## config.mk

```make
export PLATFORM = sky130hd
export DESIGN_NAME = hazard_ctrl_flat
export DESIGN_NICKNAME = d
export VERILOG_FILES = /design/src/rtl/hazard_ctrl_if.sv /design/src/rtl/hazard_ctrl.sv /design/src/flat_wrapper.sv
export SDC_FILE = /design/constraint.sdc
export NUM_CORES = 1
export LEC_CHECK = 0
export ABC_AREA = 1
export CAP_MARGIN = 20
export CORE_ASPECT_RATIO = 1.4
export CORE_MARGIN = 2
export CORE_UTILIZATION = 25
export CTS_BUF_LIST = sky130_fd_sc_hd__clkbuf_8
export DETAILED_ROUTE_END_ITERATION = 7
export SYNTH_ARGS = -nofsm -noshare
export SYNTH_HDL_FRONTEND = slang
export SYNTH_SLANG_ARGS = --single-unit
```

## constraint.sdc

```tcl
create_clock -name CLK -period 4.2 [get_ports CLK]
set_clock_uncertainty 0.2 [all_clocks]
set_input_delay 0.84 -clock CLK [delete_from_list [all_inputs] [get_ports CLK]]
set_output_delay 0.84 -clock CLK [all_outputs]
set_load 0.01 [all_outputs]
```

## src/rtl/hazard_ctrl_if.sv

```systemverilog
// rtl/hazard_ctrl_if.sv - pipeline event inputs and register-control outputs of the hazard controller
interface hazard_ctrl_if #(
  parameter int CNT_W = 32
);
  logic             ihit;
  logic             memDREN;
  logic             memDWEN;
  logic             dhit;
  logic             memBrTaken;
  logic             memHalt;
  logic             exDREN;
  logic [4:0]       exDest;
  logic [4:0]       idRs;
  logic [4:0]       idRt;
  logic             idUsesRt;
  logic             pcW;
  logic             ifidW;
  logic             idexW;
  logic             exmemW;
  logic             memwbW;
  logic             ifidFlush;
  logic             idexFlush;
  logic             exmemFlush;
  logic             halted;
  logic [CNT_W-1:0] stallCnt;
  logic [CNT_W-1:0] flushCnt;

  // master: the datapath that raises events and consumes the controls
  modport master (
    output ihit, memDREN, memDWEN, dhit, memBrTaken, memHalt,
           exDREN, exDest, idRs, idRt, idUsesRt,
    input  pcW, ifidW, idexW, exmemW, memwbW,
           ifidFlush, idexFlush, exmemFlush, halted, stallCnt, flushCnt
  );

  modport slave (
    input  ihit, memDREN, memDWEN, dhit, memBrTaken, memHalt,
           exDREN, exDest, idRs, idRt, idUsesRt,
    output pcW, ifidW, idexW, exmemW, memwbW,
           ifidFlush, idexFlush, exmemFlush, halted, stallCnt, flushCnt
  );
endinterface

```

## src/rtl/hazard_ctrl.sv

```systemverilog
// rtl/hazard_ctrl.sv - 5-stage pipeline stall/flush arbiter with halt latch and perf counters
module hazard_ctrl #(
  parameter int CNT_W = 32
) (
  input  logic          CLK,
  input  logic          RST,
  hazard_ctrl_if.slave  hif
);
  typedef enum logic [1:0] {RUN, DWAIT, HALT} state_t;

  state_t           state_q, state_d;
  logic [CNT_W-1:0] stall_cnt_q, stall_cnt_d;
  logic [CNT_W-1:0] flush_cnt_q, flush_cnt_d;

  logic       dmem_wait;
  logic       load_use;
  // write enables packed as {pc, ifid, idex, exmem, memwb}; flushes as {ifid, idex, exmem}
  logic [4:0] r_w, w;
  logic [2:0] r_fl, fl;
  logic       r_halt, r_br, br_evt;

  assign dmem_wait = (hif.memDREN | hif.memDWEN) & ~hif.dhit;
  assign load_use  = hif.exDREN && (hif.exDest != 5'd0) &&
                     ((hif.exDest == hif.idRs) || (hif.idUsesRt && (hif.exDest == hif.idRt)));

  // Resolution of everything below the dcache wait; shared by RUN and DWAIT exit.
  always_comb begin
    r_w    = 5'b11111;
    r_fl   = 3'b000;
    r_halt = 1'b0;
    r_br   = 1'b0;
    if (hif.memHalt) begin
      r_w    = 5'b00001;
      r_halt = 1'b1;
    end else if (hif.memBrTaken) begin
      r_fl = 3'b111;
      r_br = 1'b1;
    end else if (load_use || !hif.ihit) begin
      r_w  = 5'b00111;
      r_fl = 3'b010;
    end
  end

  always_comb begin
    state_d = state_q;
    w       = 5'b00000;
    fl      = 3'b000;
    br_evt  = 1'b0;
    case (state_q)
      RUN: begin
        if (dmem_wait) begin
          state_d = DWAIT;
        end else begin
          w       = r_w;
          fl      = r_fl;
          br_evt  = r_br;
          state_d = r_halt ? HALT : RUN;
        end
      end
      DWAIT: begin
        if (hif.dhit) begin
          w       = r_w;
          fl      = r_fl;
          br_evt  = r_br;
          state_d = r_halt ? HALT : RUN;
        end
      end
      HALT:    state_d = HALT;
      default: state_d = RUN;
    endcase
    if (RST) begin
      state_d = RUN;
      w       = 5'b00000;
      fl      = 3'b000;
      br_evt  = 1'b0;
    end
  end

  always_comb begin
    stall_cnt_d = stall_cnt_q;
    flush_cnt_d = flush_cnt_q;
    if (!RST && !w[4] && (state_q != HALT) && !(&stall_cnt_q))
      stall_cnt_d = stall_cnt_q + {{(CNT_W-1){1'b0}}, 1'b1};
    if (br_evt && !(&flush_cnt_q))
      flush_cnt_d = flush_cnt_q + {{(CNT_W-1){1'b0}}, 1'b1};
  end

  always_ff @(posedge CLK) begin
    if (RST) begin
      state_q     <= RUN;
      stall_cnt_q <= '0;
      flush_cnt_q <= '0;
    end else begin
      state_q     <= state_d;
      stall_cnt_q <= stall_cnt_d;
      flush_cnt_q <= flush_cnt_d;
    end
  end

  assign {hif.pcW, hif.ifidW, hif.idexW, hif.exmemW, hif.memwbW} = w;
  assign {hif.ifidFlush, hif.idexFlush, hif.exmemFlush}          = fl;
  assign hif.halted   = (state_q == HALT) && !RST;
  assign hif.stallCnt = stall_cnt_q;
  assign hif.flushCnt = flush_cnt_q;
endmodule

```

## src/flat_wrapper.sv

```systemverilog
// flat-port wrapper written by rule: the top's interface ports become plain ports
module hazard_ctrl_flat 
#(
  parameter int CNT_W = 32
)
  (CLK, RST, hif_ihit, hif_memDREN, hif_memDWEN, hif_dhit, hif_memBrTaken, hif_memHalt, hif_exDREN, hif_exDest, hif_idRs, hif_idRt, hif_idUsesRt, hif_pcW, hif_ifidW, hif_idexW, hif_exmemW, hif_memwbW, hif_ifidFlush, hif_idexFlush, hif_exmemFlush, hif_halted, hif_stallCnt, hif_flushCnt);
  hazard_ctrl_if #(.CNT_W(CNT_W)) hif_i ();
  input  logic CLK;
  input  logic RST;
  input wire logic [$bits(hif_i.ihit)-1:0] hif_ihit;
  input wire logic [$bits(hif_i.memDREN)-1:0] hif_memDREN;
  input wire logic [$bits(hif_i.memDWEN)-1:0] hif_memDWEN;
  input wire logic [$bits(hif_i.dhit)-1:0] hif_dhit;
  input wire logic [$bits(hif_i.memBrTaken)-1:0] hif_memBrTaken;
  input wire logic [$bits(hif_i.memHalt)-1:0] hif_memHalt;
  input wire logic [$bits(hif_i.exDREN)-1:0] hif_exDREN;
  input wire logic [$bits(hif_i.exDest)-1:0] hif_exDest;
  input wire logic [$bits(hif_i.idRs)-1:0] hif_idRs;
  input wire logic [$bits(hif_i.idRt)-1:0] hif_idRt;
  input wire logic [$bits(hif_i.idUsesRt)-1:0] hif_idUsesRt;
  output wire logic [$bits(hif_i.pcW)-1:0] hif_pcW;
  output wire logic [$bits(hif_i.ifidW)-1:0] hif_ifidW;
  output wire logic [$bits(hif_i.idexW)-1:0] hif_idexW;
  output wire logic [$bits(hif_i.exmemW)-1:0] hif_exmemW;
  output wire logic [$bits(hif_i.memwbW)-1:0] hif_memwbW;
  output wire logic [$bits(hif_i.ifidFlush)-1:0] hif_ifidFlush;
  output wire logic [$bits(hif_i.idexFlush)-1:0] hif_idexFlush;
  output wire logic [$bits(hif_i.exmemFlush)-1:0] hif_exmemFlush;
  output wire logic [$bits(hif_i.halted)-1:0] hif_halted;
  output wire logic [$bits(hif_i.stallCnt)-1:0] hif_stallCnt;
  output wire logic [$bits(hif_i.flushCnt)-1:0] hif_flushCnt;
  assign hif_i.ihit = hif_ihit;
  assign hif_i.memDREN = hif_memDREN;
  assign hif_i.memDWEN = hif_memDWEN;
  assign hif_i.dhit = hif_dhit;
  assign hif_i.memBrTaken = hif_memBrTaken;
  assign hif_i.memHalt = hif_memHalt;
  assign hif_i.exDREN = hif_exDREN;
  assign hif_i.exDest = hif_exDest;
  assign hif_i.idRs = hif_idRs;
  assign hif_i.idRt = hif_idRt;
  assign hif_i.idUsesRt = hif_idUsesRt;
  assign hif_pcW = hif_i.pcW;
  assign hif_ifidW = hif_i.ifidW;
  assign hif_idexW = hif_i.idexW;
  assign hif_exmemW = hif_i.exmemW;
  assign hif_memwbW = hif_i.memwbW;
  assign hif_ifidFlush = hif_i.ifidFlush;
  assign hif_idexFlush = hif_i.idexFlush;
  assign hif_exmemFlush = hif_i.exmemFlush;
  assign hif_halted = hif_i.halted;
  assign hif_stallCnt = hif_i.stallCnt;
  assign hif_flushCnt = hif_i.flushCnt;
  hazard_ctrl #(.CNT_W(CNT_W)) u_core (.CLK(CLK), .RST(RST), .hif(hif_i));
endmodule
```

### Yosys cells after proc, flatten, opt, wreduce, memory -nomap -nowiden

Index checks and enable logic that the tools add are counted.

* logic and storage cells: 58
* bits of input ports: 25
* register bits after elaboration: 66
* output and inout port bits: 73

* add/subtract/negate cells: 2
* muxes and demuxes: 25
* bitwise operators: 3
* equal/unequal tests: 6
* reductions and logical operators: 19

Operators with widths (count)
* $add A32 B1 Y32 const B: 2
* $reduce_and A32 Y1: 2
* $mux W5: 6
* $mux W3: 5
* $eq A5 B5 Y1: 2
* $pmux W5 S2: 1
* $logic_and A1 B1 Y1: 8
* $mux W2: 4
* $mux W1: 6
* $pmux W2 S3: 1
* $pmux W3 S2: 1
* $logic_not A1 Y1: 5
* $reduce_bool A5 Y1: 1
* $ne A2 B2 Y1 const B: 2
* $eq A2 B1 Y1 const B: 1
* $eq A2 B2 Y1 const B: 1
* $logic_not A2 Y1: 1
* $logic_or A1 B1 Y1: 2
* $pmux W1 S2: 1
* $and A1 B1 Y1: 1
* $not A1 Y1: 1
* $or A1 B1 Y1: 1

### Longest topological paths before layout

Gate-level depths: netlist (run 1).

* word-level depth: 15
* mapped depth: 14
* mapped depth without buffers: 14

### Worst setup path before layout (run 1)

OpenSTA, ideal clock, no wires.

* kind: input to output
* start: input port hif_exDest[3]
* end: output port hif_pcW
* required time: 3.160 ns
* stages: 11
* path buffers: 2
* path slack: 1.161 ns
* arrival: 1.999 ns
* cells stage by stage: inv_1 > nand4_1 > o21ai_0 > inv_1 > nand2_1 > nand2_1 > nand2_1 > nand2_1 > buf_2 > nor2_1 > buf_4

* longest elaborated chain between the ends: 11
* elaborated cells on any way between the ends: 15
* those cells by class: eq/ne: 2; mux: 7; reduce/logical: 6

Ends and longest elaborated chain
* start: declaration: line flat_wrapper.sv:17 `input wire logic [$bits(hif_i.exDest)-1:0] hif_exDest;`
* $eq A5 B5 Y1: line hazard_ctrl.sv:24 `((hif.exDest == hif.idRs) || (hif.idUsesRt && (hif.exDest == hif.idRt)));`
* $logic_and A1 B1 Y1: line hazard_ctrl.sv:24
* $logic_or A1 B1 Y1: line hazard_ctrl.sv:24
* $logic_and A1 B1 Y1 (*): line hazard_ctrl.sv:23 `assign load_use = hif.exDREN && (hif.exDest != 5'd0) &&`
* $logic_or A1 B1 Y1 (*): line hazard_ctrl.sv:38 `end else if (load_use || !hif.ihit) begin`
* $mux W5 (*): line hazard_ctrl.sv:38
* $mux W5 (*): line hazard_ctrl.sv:35 `end else if (hif.memBrTaken) begin`
* $mux W5 (*): line hazard_ctrl.sv:32 `if (hif.memHalt) begin`
* $mux W5 (on tied branches): line hazard_ctrl.sv:61, hazard_ctrl.sv:51
* $pmux W5 S2 (*): line hazard_ctrl.sv:49 `case (state_q)`
* $mux W5 (*): line hazard_ctrl.sv:71 `if (RST) begin`
* end: declaration: line flat_wrapper.sv:21 `output wire logic [$bits(hif_i.pcW)-1:0] hif_pcW;`

Every way passes the cells marked *; elsewhere a longest branch is shown, timed or not.

### Worst setup path in the final report (run 1)

* start: input port hif_exDest[0]
* end: output port hif_ifidW

* longest elaborated chain between the ends: 11
* elaborated cells on any way between the ends: 15
* those cells by class: eq/ne: 2; mux: 7; reduce/logical: 6

Ends and longest elaborated chain
* $eq A5 B5 Y1: line hazard_ctrl.sv:24
* $logic_and A1 B1 Y1: line hazard_ctrl.sv:24
* $logic_or A1 B1 Y1: line hazard_ctrl.sv:24
* $logic_and A1 B1 Y1 (*): line hazard_ctrl.sv:23
* $logic_or A1 B1 Y1 (*): line hazard_ctrl.sv:38
* $mux W5 (*): line hazard_ctrl.sv:38
* $mux W5 (*): line hazard_ctrl.sv:35
* $mux W5 (*): line hazard_ctrl.sv:32
* $mux W5 (on tied branches): line hazard_ctrl.sv:61, hazard_ctrl.sv:51
* $pmux W5 S2 (*): line hazard_ctrl.sv:49
* $mux W5 (*): line hazard_ctrl.sv:71
* end: declaration: line flat_wrapper.sv:22 `output wire logic [$bits(hif_i.ifidW)-1:0] hif_ifidW;`

Marked as above.

==> reports/results.ini, run 1 <==
[worst_setup_path]
worstSetupPathType=in2out
slowest_delay_ns=0.59
worstPathArrival_ns=2.78
crit_top_cell=nand2_1
critPathRequiredTime_ns=3.16
endpoint_kind=primary output
crit_start=hif_exDest[0]
crit_end=hif_ifidW
path_delay_family=buffers and inverters
crit_cells=11
r2r_cells=11
cp_num_buf_inv=4
rr_endpoint=u_core.hif.stallCnt[9]$_SDFFE_PP0P_
worstPathCellList=clkdlybuf4s50_1, inv_1, nand4_1, o21ai_0, inv_1, nand2_1, nand2_1, nand2_1, nand2_1, nor2_1, clkdlybuf4s50_1
critPathMaxFanout=3
cp_slowest_cell=clkdlybuf4s50_1
worst_setup_path_start_kind=input pin
rr_startpoint=u_core.hif.stallCnt[0]$_SDFFE_PP0P_
reg2reg_setup_slack_ns=1.34

[floorplan]
fp.dieH_um=159
num_rows=56
coreArea_um2=16800
dieArea_um2=18300
die_w_um=115
start_util_pct=25.7
io_pins=98

[placed_design]
place_area_um2=5450
port-buffer-count=97
place_hpwl_um=10900
gp_congestion=0.937
post-place-cells=962
place_ws_ns=0.255

[pwr]
netSwitchingFraction_pct=25.7
p_per_area_nw_per_um2=245
power_mw=1.39
peakVddDrop_v=0.000121
seq_power_share_pct=45.8
p_leak_nw=2.02
p_clk_share_pct=44.6
p_comb_share_pct=9.5
p_int_mw=1.03
switchingPower_mw=0.357

[timing]
period_needed_ns=3.82
rsz0062_at_grt=false
timing.final.crit_share_pct=90.9
setup_viol=0
finalHoldViolations=0
fmaxAchievable_mhz=262
slew_headroom_pct=62.7
holdWs_ns=0.301
tightest_slew_ns=0.557
slew_violations=0
worst_slack_ns=0.383
tns_ns=0

[drt]
wl_per_cell_um=14.9
antenna_left=0
drc_errors=0
first_pass_iters=6
via_count=4755
drt-total-wl_um=14500
via_per_inst=4.86
drt_iter0_markers=305

[finish]
drive_gt1_share_pct=5.29
final_nets=797
areaGrowthSynthToFinish_pct=31.3
mostFrequentLayoutCells=nand2_1, clkdlybuf4s50_1, nor2_1, dfxtp_1, inv_1
seq_area_um2=1320
n_antenna_cell=0
fin_area_um2=5670
multi_input_area_um2=2600
instances_no_fill=978
final_common_cell=nand2_1
nFillCells=1848
final_util_pct=33.7

[clock_tree]
clockBufferDepth=2
cts_setup_buffers=0
clk_latency_ns=0.37
cts-resized-gates=0
cts_made_buffers=9
cts.sinks=66
cts.clk_slew.worst_paths_ns=0.08
cts_hold_buffers=0
cts_root_buf=clkbuf_8
cts_max_level=3
cts_tree=yes

[yosys]
synth_ff_type=dfxtp_1
syn_area_um2=4320
synth_edf_count=0
syn-instance-count=680
yosysSeqAreaShare_pct=30.6
ys_warn_count=0
post-synth-top-area-cell=dfxtp_1
synth_top_area_share_pct=30.6
postSynthAreaPerCell_um2=6.35
synth.area.top_cells=dfxtp_1, nand2_1, a21oi_1, nor2_1, nand4_1
async_reset_ff_share_pct=0
yosysUniqueCellTypes=30
syn-num-nets=707
ys_ff_latch=66

[job]
cap_violations=0

[global_routing]
grt.overflow.total=0
grt_pass1_vias=4590
track_usage_pct=16.2
antenna_found_initial=0
grt_pass1_wl_um=23400
grt_max_degree=37

[hold_path]
min_path_type=reg2reg

[outcome]
status=complete, no violations

## per-layer routing
metal	GRT usage [%]	vias to the layer above	wire length, um
li1	-	2406	-
met1	19.0	2165	5930
met2	28.2	146	7410
met3	2.28	38	626
met4	8.11	0	556
met5	0	-	0
## registers in the layout, summed over array words and instances, names as in the netlist
name and cells:
u_core.hif.flushCnt 32, u_core.state_q 2, u_core.hif.stallCnt 32
## logic make-up (layout without fill, tap and decap cells)
family                     Yosys count  count (layout)  synth area share [%]
and+or+nand+nor                    405             405                  41.8
AOI/OAI and AO/OA                   72              72                  8.55
xor gates and xnor gates            46              46                  9.33
adders and majority gates            2               2                 0.580
buffers and inverters               89             184                  9.13
DFF                                 66              66                  30.6
## worst register-to-register path: stages (launching register included)
cell	delay [ns]
dfxtp_1	0.46
ha_1	0.26
nand2_2	0.08
nor2_1	0.12
nand2_2	0.13
nor4_4	0.17
nand4_2	0.43
buf_4	0.39
nand3_2	0.10
buf_4	0.23
nand2_1	0.07
a21oi_1	0.13
## how the worst min path moves through the flow
stage,depth (start not counted),end,from
final,2,u_core.hif.flushCnt[28]$_SDFFE_PP0P_,u_core.hif.flushCnt[28]$_SDFFE_PP0P_
after global routing,1,u_core.hif.flushCnt[24]$_SDFFE_PP0P_,u_core.hif.flushCnt[24]$_SDFFE_PP0P_
after CTS,2,u_core.hif.flushCnt[28]$_SDFFE_PP0P_,u_core.hif.flushCnt[28]$_SDFFE_PP0P_
after detailed placement,2,u_core.hif.flushCnt[28]$_SDFFE_PP0P_,u_core.hif.flushCnt[28]$_SDFFE_PP0P_
after global placement,2,u_core.hif.flushCnt[28]$_SDFFE_PP0P_,u_core.hif.flushCnt[28]$_SDFFE_PP0P_
after floorplan,2,u_core.hif.flushCnt[28]$_SDFFE_PP0P_,u_core.hif.flushCnt[28]$_SDFFE_PP0P_
## power by group through the flow
stage                     Combinational, mW  Sequential [mW]  Clock (mW)
after CTS                             0.133            0.635       0.636
after global placement                0.132            0.650           0
after floorplan                      0.0753            0.650           0
after detailed placement              0.133            0.650           0
final                                 0.132            0.636       0.619
after global routing                  0.146            0.636       0.660
## cell usage after synthesis, types with 6 or more instances
cell      instances
a21oi_1          58
nor3_1           33
inv_1            59
buf_2             6
nand4_1          46
xor2_1           31
xnor2_1          15
o21ai_0           9
clkbuf_1         13
dfxtp_1          66
nand2_1         206
nand3_1          21
nor2_1           77
## cell type report
| type | count | area share, % |
|---|---|---|
| multi-input combinational | 525 | 45.9 |
| sequential | 66 | 23.3 |
| timing repair buffer | 107 | 18.4 |
| tap | 203 | 4.48 |
| inverter | 61 | 4.04 |
| clock buffer | 10 | 2.43 |
| clock inverter | 6 | 1.43 |
No activity file was read; power rests on OpenSTA's default activity.
==> run 2, diff against run 1 <==
CORE_MARGIN = not set   (was 2)
==> reports/results.ini, run 2 (synthesis results as in run 1) <==
[drt]
via_count=4662
drt-total-wl_um=14000
wl_per_cell_um=14.3
drt_iter0_markers=231
via_per_inst=4.77
antenna_left=0
drc_errors=0
first_pass_iters=4

[global_routing]
antenna_found_initial=0
grt_pass1_wl_um=22100
grt_pass1_vias=4442
grt.overflow.total=0
track_usage_pct=16.0
grt_max_degree=33

[floorplan]
dieArea_um2=17800
num_rows=56
coreArea_um2=16800
io_pins=98
fp.dieH_um=157
start_util_pct=25.7
die_w_um=113

[job]
cap_violations=0

[clock_tree]
cts.clk_slew.worst_paths_ns=0.07
cts_root_buf=clkbuf_8
cts-resized-gates=0
cts_tree=yes
cts_hold_buffers=0
clockBufferDepth=2
cts_made_buffers=9
clk_latency_ns=0.36
cts_setup_buffers=0
cts_max_level=3
cts.sinks=66

[worst_setup_path]
critPathMaxFanout=3
worst_setup_path_start_kind=input pin
reg2reg_setup_slack_ns=1.28
worstSetupPathType=in2out
critPathRequiredTime_ns=3.16
rr_endpoint=u_core.hif.flushCnt[23]$_SDFFE_PP0P_
crit_start=hif_exDest[0]
worstPathArrival_ns=2.70
rr_startpoint=u_core.hif.flushCnt[1]$_SDFFE_PP0P_
endpoint_kind=primary output
crit_end=hif_ifidW
r2r_cells=11

[pwr]
peakVddDrop_v=0.0000947
switchingPower_mw=0.334
p_leak_nw=2.02
p_per_area_nw_per_um2=233
power_mw=1.32
seq_power_share_pct=48.3
p_clk_share_pct=41.8
p_comb_share_pct=9.9
p_int_mw=0.982
netSwitchingFraction_pct=25.3

[finish]
final_common_cell=nand2_1
drive_gt1_share_pct=5.03
n_antenna_cell=0
mostFrequentLayoutCells=nand2_1, clkdlybuf4s50_1, nor2_1, dfxtp_1, inv_1
final_nets=797
areaGrowthSynthToFinish_pct=30.8

[timing]
slew_headroom_pct=63.8
setup_viol=0
rsz0062_at_grt=false
fmaxAchievable_mhz=267
tns_ns=0
slew_violations=0
tightest_slew_ns=0.541
holdWs_ns=0.309
period_needed_ns=3.74
timing.final.crit_share_pct=89.1
finalHoldViolations=0

[hold_path]
min_path_type=reg2reg
hold_depth=2

[placed_design]
place_hpwl_um=10800
port-buffer-count=97
gp_congestion=0.918

[outcome]
status=complete, no violations

-- run 2: cell count changes in the layout (fill, tap and decap cells not counted) --
cell | previous run | this run
clkinvlp_4 | 1 | 0
bufinv_16 | 2 | 1
inv_1 | 60 | 62
clkinv_2 | 2 | 1
clkbuf_8 | 10 | 11
-- run 2: layout make-up --
cell class	count	area [um^2]
fill	1832	11200
sequential	66	1320
tap	203	254
inverter	61	229
clock inverter	5	46.3
multi-input combinational	525	2600
timing repair buffer	107	1040
clock buffer	11	151
-- run 2: worst max-delay path, stage by stage --
cell             delay (ns)
clkdlybuf4s50_1        0.45
inv_1                  0.11
nand4_1                0.09
o21ai_0                0.14
inv_1                  0.05
nand2_1                0.08
nand2_1                0.05
nand2_1                0.05
nand2_1                0.10
nor2_1                 0.16
clkdlybuf4s50_1        0.56
-- run 2: metal layers --
| layer | up-vias | track usage [%] | wire, um | share of wire (%) |
|---|---|---|---|---|
| li1 | 2406 | - | - | - |
| met1 | 2108 | 17.0 | 5620 | 40 |
| met2 | 121 | 29.9 | 7330 | 52 |
| met3 | 27 | 3.74 | 634 | 4.5 |
| met4 | 0 | 7.21 | 386 | 2.8 |
| met5 | - | 0 | 0 | 0 |
-- run 2: how the worst min path moves through the flow --
stage,start,slack (ns),endpoint
3_5_place_dp,u_core.hif.flushCnt[28]$_SDFFE_PP0P_,0.29,u_core.hif.flushCnt[28]$_SDFFE_PP0P_
6_report,u_core.hif.flushCnt[28]$_SDFFE_PP0P_,0.31,u_core.hif.flushCnt[28]$_SDFFE_PP0P_
2_1_floorplan,u_core.hif.flushCnt[28]$_SDFFE_PP0P_,0.28,u_core.hif.flushCnt[28]$_SDFFE_PP0P_
3_3_place_gp,u_core.hif.flushCnt[28]$_SDFFE_PP0P_,0.29,u_core.hif.flushCnt[28]$_SDFFE_PP0P_
5_1_grt,u_core.hif.flushCnt[24]$_SDFFE_PP0P_,0.35,u_core.hif.flushCnt[24]$_SDFFE_PP0P_
4_1_cts,u_core.hif.flushCnt[28]$_SDFFE_PP0P_,0.30,u_core.hif.flushCnt[28]$_SDFFE_PP0P_
-- run 2: through the flow --
step                      area (um^2)  setup slack, ns  utilization [%]  cells
after floorplan                  4320             1.16                -    680
after global placement           5450            0.358             32.4    962
after detailed placement         5450            0.368             32.4    962
after CTS                        5650            0.368             33.6    978
after global routing             5650            0.190             33.6    978
final                            5650            0.456             33.6    978
-- run 2: power groups by stage --
stage	clock network (mW)	logic (mW)	registers, mW
3_3_place_gp	0	0.130	0.650
4_1_cts	0.572	0.132	0.636
5_1_grt	0.598	0.144	0.636
2_1_floorplan	0	0.0753	0.650
3_5_place_dp	0	0.131	0.650
6_report	0.550	0.130	0.636
==> run 3, diff against run 2 <==
MAX_ROUTING_LAYER = met4   (was not set)
SLEW_MARGIN = 20   (was not set)
==> reports/results.ini, run 3 (synthesis results as in run 1) <==
[pwr]
seq_power_share_pct=45.8
p_comb_share_pct=9.4
p_leak_nw=2.02
p_clk_share_pct=44.8
p_per_area_nw_per_um2=244
switchingPower_mw=0.358
netSwitchingFraction_pct=25.8
p_int_mw=1.03
peakVddDrop_v=0.000135
power_mw=1.39

[finish]
final_nets=798
areaGrowthSynthToFinish_pct=31.5
instances_no_fill=979
nFillCells=1892
final_common_cell=nand2_1
drive_gt1_share_pct=5.41
mostFrequentLayoutCells=nand2_1, clkdlybuf4s50_1, nor2_1, dfxtp_1, inv_1
n_antenna_cell=0
fin_area_um2=5680

[clock_tree]
clk_latency_ns=0.37
cts_root_buf=clkbuf_8
cts_hold_buffers=0
cts.sinks=66
clockBufferDepth=2
cts-resized-gates=0
cts.clk_slew.worst_paths_ns=0.08
cts_tree=yes
cts_made_buffers=9
cts_setup_buffers=0
cts_max_level=3

[timing]
slew_headroom_pct=66.6
tightest_slew_ns=0.497
rsz0062_at_grt=false
timing.final.crit_share_pct=89.6
tns_ns=0
fmaxAchievable_mhz=266
period_needed_ns=3.76
worst_slack_ns=0.438
finalHoldViolations=0
setup_viol=0
slew_violations=0

[hold_path]
min_from=u_core.hif.flushCnt[28]$_SDFFE_PP0P_
hold_depth=2
min_path_type=reg2reg
min_to=u_core.hif.flushCnt[28]$_SDFFE_PP0P_

[global_routing]
grt_pass1_vias=4446
track_usage_pct=16.6
grt_pass1_wl_um=22200
grt_max_degree=33
antenna_found_initial=0
grt.overflow.total=0

[placed_design]
gp_congestion=0.915
place_ws_ns=0.351
place_hpwl_um=11000
place_area_um2=5460
port-buffer-count=97
post-place-cells=963

[worst_setup_path]
critPathMaxFanout=3
worst_setup_path_start_kind=input pin
rr_endpoint=u_core.hif.flushCnt[19]$_SDFFE_PP0P_
endpoint_kind=primary output
rr_startpoint=u_core.hif.flushCnt[1]$_SDFFE_PP0P_
critPathRequiredTime_ns=3.16
reg2reg_setup_slack_ns=1.60
r2r_cells=12
worstSetupPathType=in2out
crit_start=hif_exDest[0]
worstPathArrival_ns=2.72

[floorplan]
fp.dieH_um=157
die_w_um=113
dieArea_um2=17800
coreArea_um2=16800
num_rows=56
io_pins=98
start_util_pct=25.7

[drt]
drc_errors=0
first_pass_iters=4
drt_iter0_markers=293
antenna_left=0
wl_per_cell_um=14.5
via_count=4684
via_per_inst=4.78
drt-total-wl_um=14200

[outcome]
status=complete, no violations

[job]
cap_violations=0

## run 3: cell count changes in the layout (fill, tap and decap cells not counted)
cell,delta
clkinvlp_4,+1
inv_1,-2
buf_4,+1
clkbuf_8,-1
clkinv_2,+1
bufinv_16,+1
## run 3: power groups by stage
stage	clock, mW	sequential, mW	combinational [mW]
final	0.621	0.636	0.130
after global routing	0.656	0.636	0.145
after CTS	0.633	0.635	0.132
after detailed placement	0	0.650	0.131
after global placement	0	0.650	0.131
after floorplan	0	0.650	0.0753
## run 3: worst max-delay path by stage
stage               depth (start not counted)  slack, ns        end
finish                                     11       0.44  hif_ifidW
global route                               11       0.14  hif_ifidW
CTS                                        11       0.35  hif_ifidW
detailed placement                         11       0.35  hif_ifidW
global placement                           11       0.36  hif_ifidW
floorplan                                  11       1.16    hif_pcW
## run 3: per-stage QoR
step / util, % / hold slack (ns)
6_report: 33.8 / 0.314
5_1_grt: 33.8 / 0.337
4_1_cts: 33.8 / 0.310
3_5_place_dp: 32.4 / 0.296
3_3_place_gp: 32.4 / 0.291
2_1_floorplan: - / 0.284
## run 3: critical path, stage by stage
cell	delay, ns
clkdlybuf4s50_1	0.45
inv_1	0.11
nand4_1	0.10
o21ai_0	0.15
inv_1	0.05
nand2_1	0.08
nand2_1	0.05
nand2_1	0.05
nand2_1	0.11
nor2_1	0.17
clkdlybuf4s50_1	0.56
## run 3: final cells by class
class	count	area [um^2]	share of cell area, %
multi-input combinational	525	2600	45.9
tap	203	254	4.48
clock buffer	10	138	2.43
inverter	61	229	4.03
clock inverter	6	81.3	1.43
timing repair buffer	108	1050	18.5
sequential	66	1320	23.3
## run 3: layer usage
layer | part of all wire, % | global-route usage [%] | up-vias
li1 | - | - | 2405
met1 | 42 | 17.3 | 2130
met2 | 51 | 29.9 | 112
met3 | 3.5 | 3.20 | 37
met4 | 3.5 | 8.02 | 0
met5 | 0 | - | -
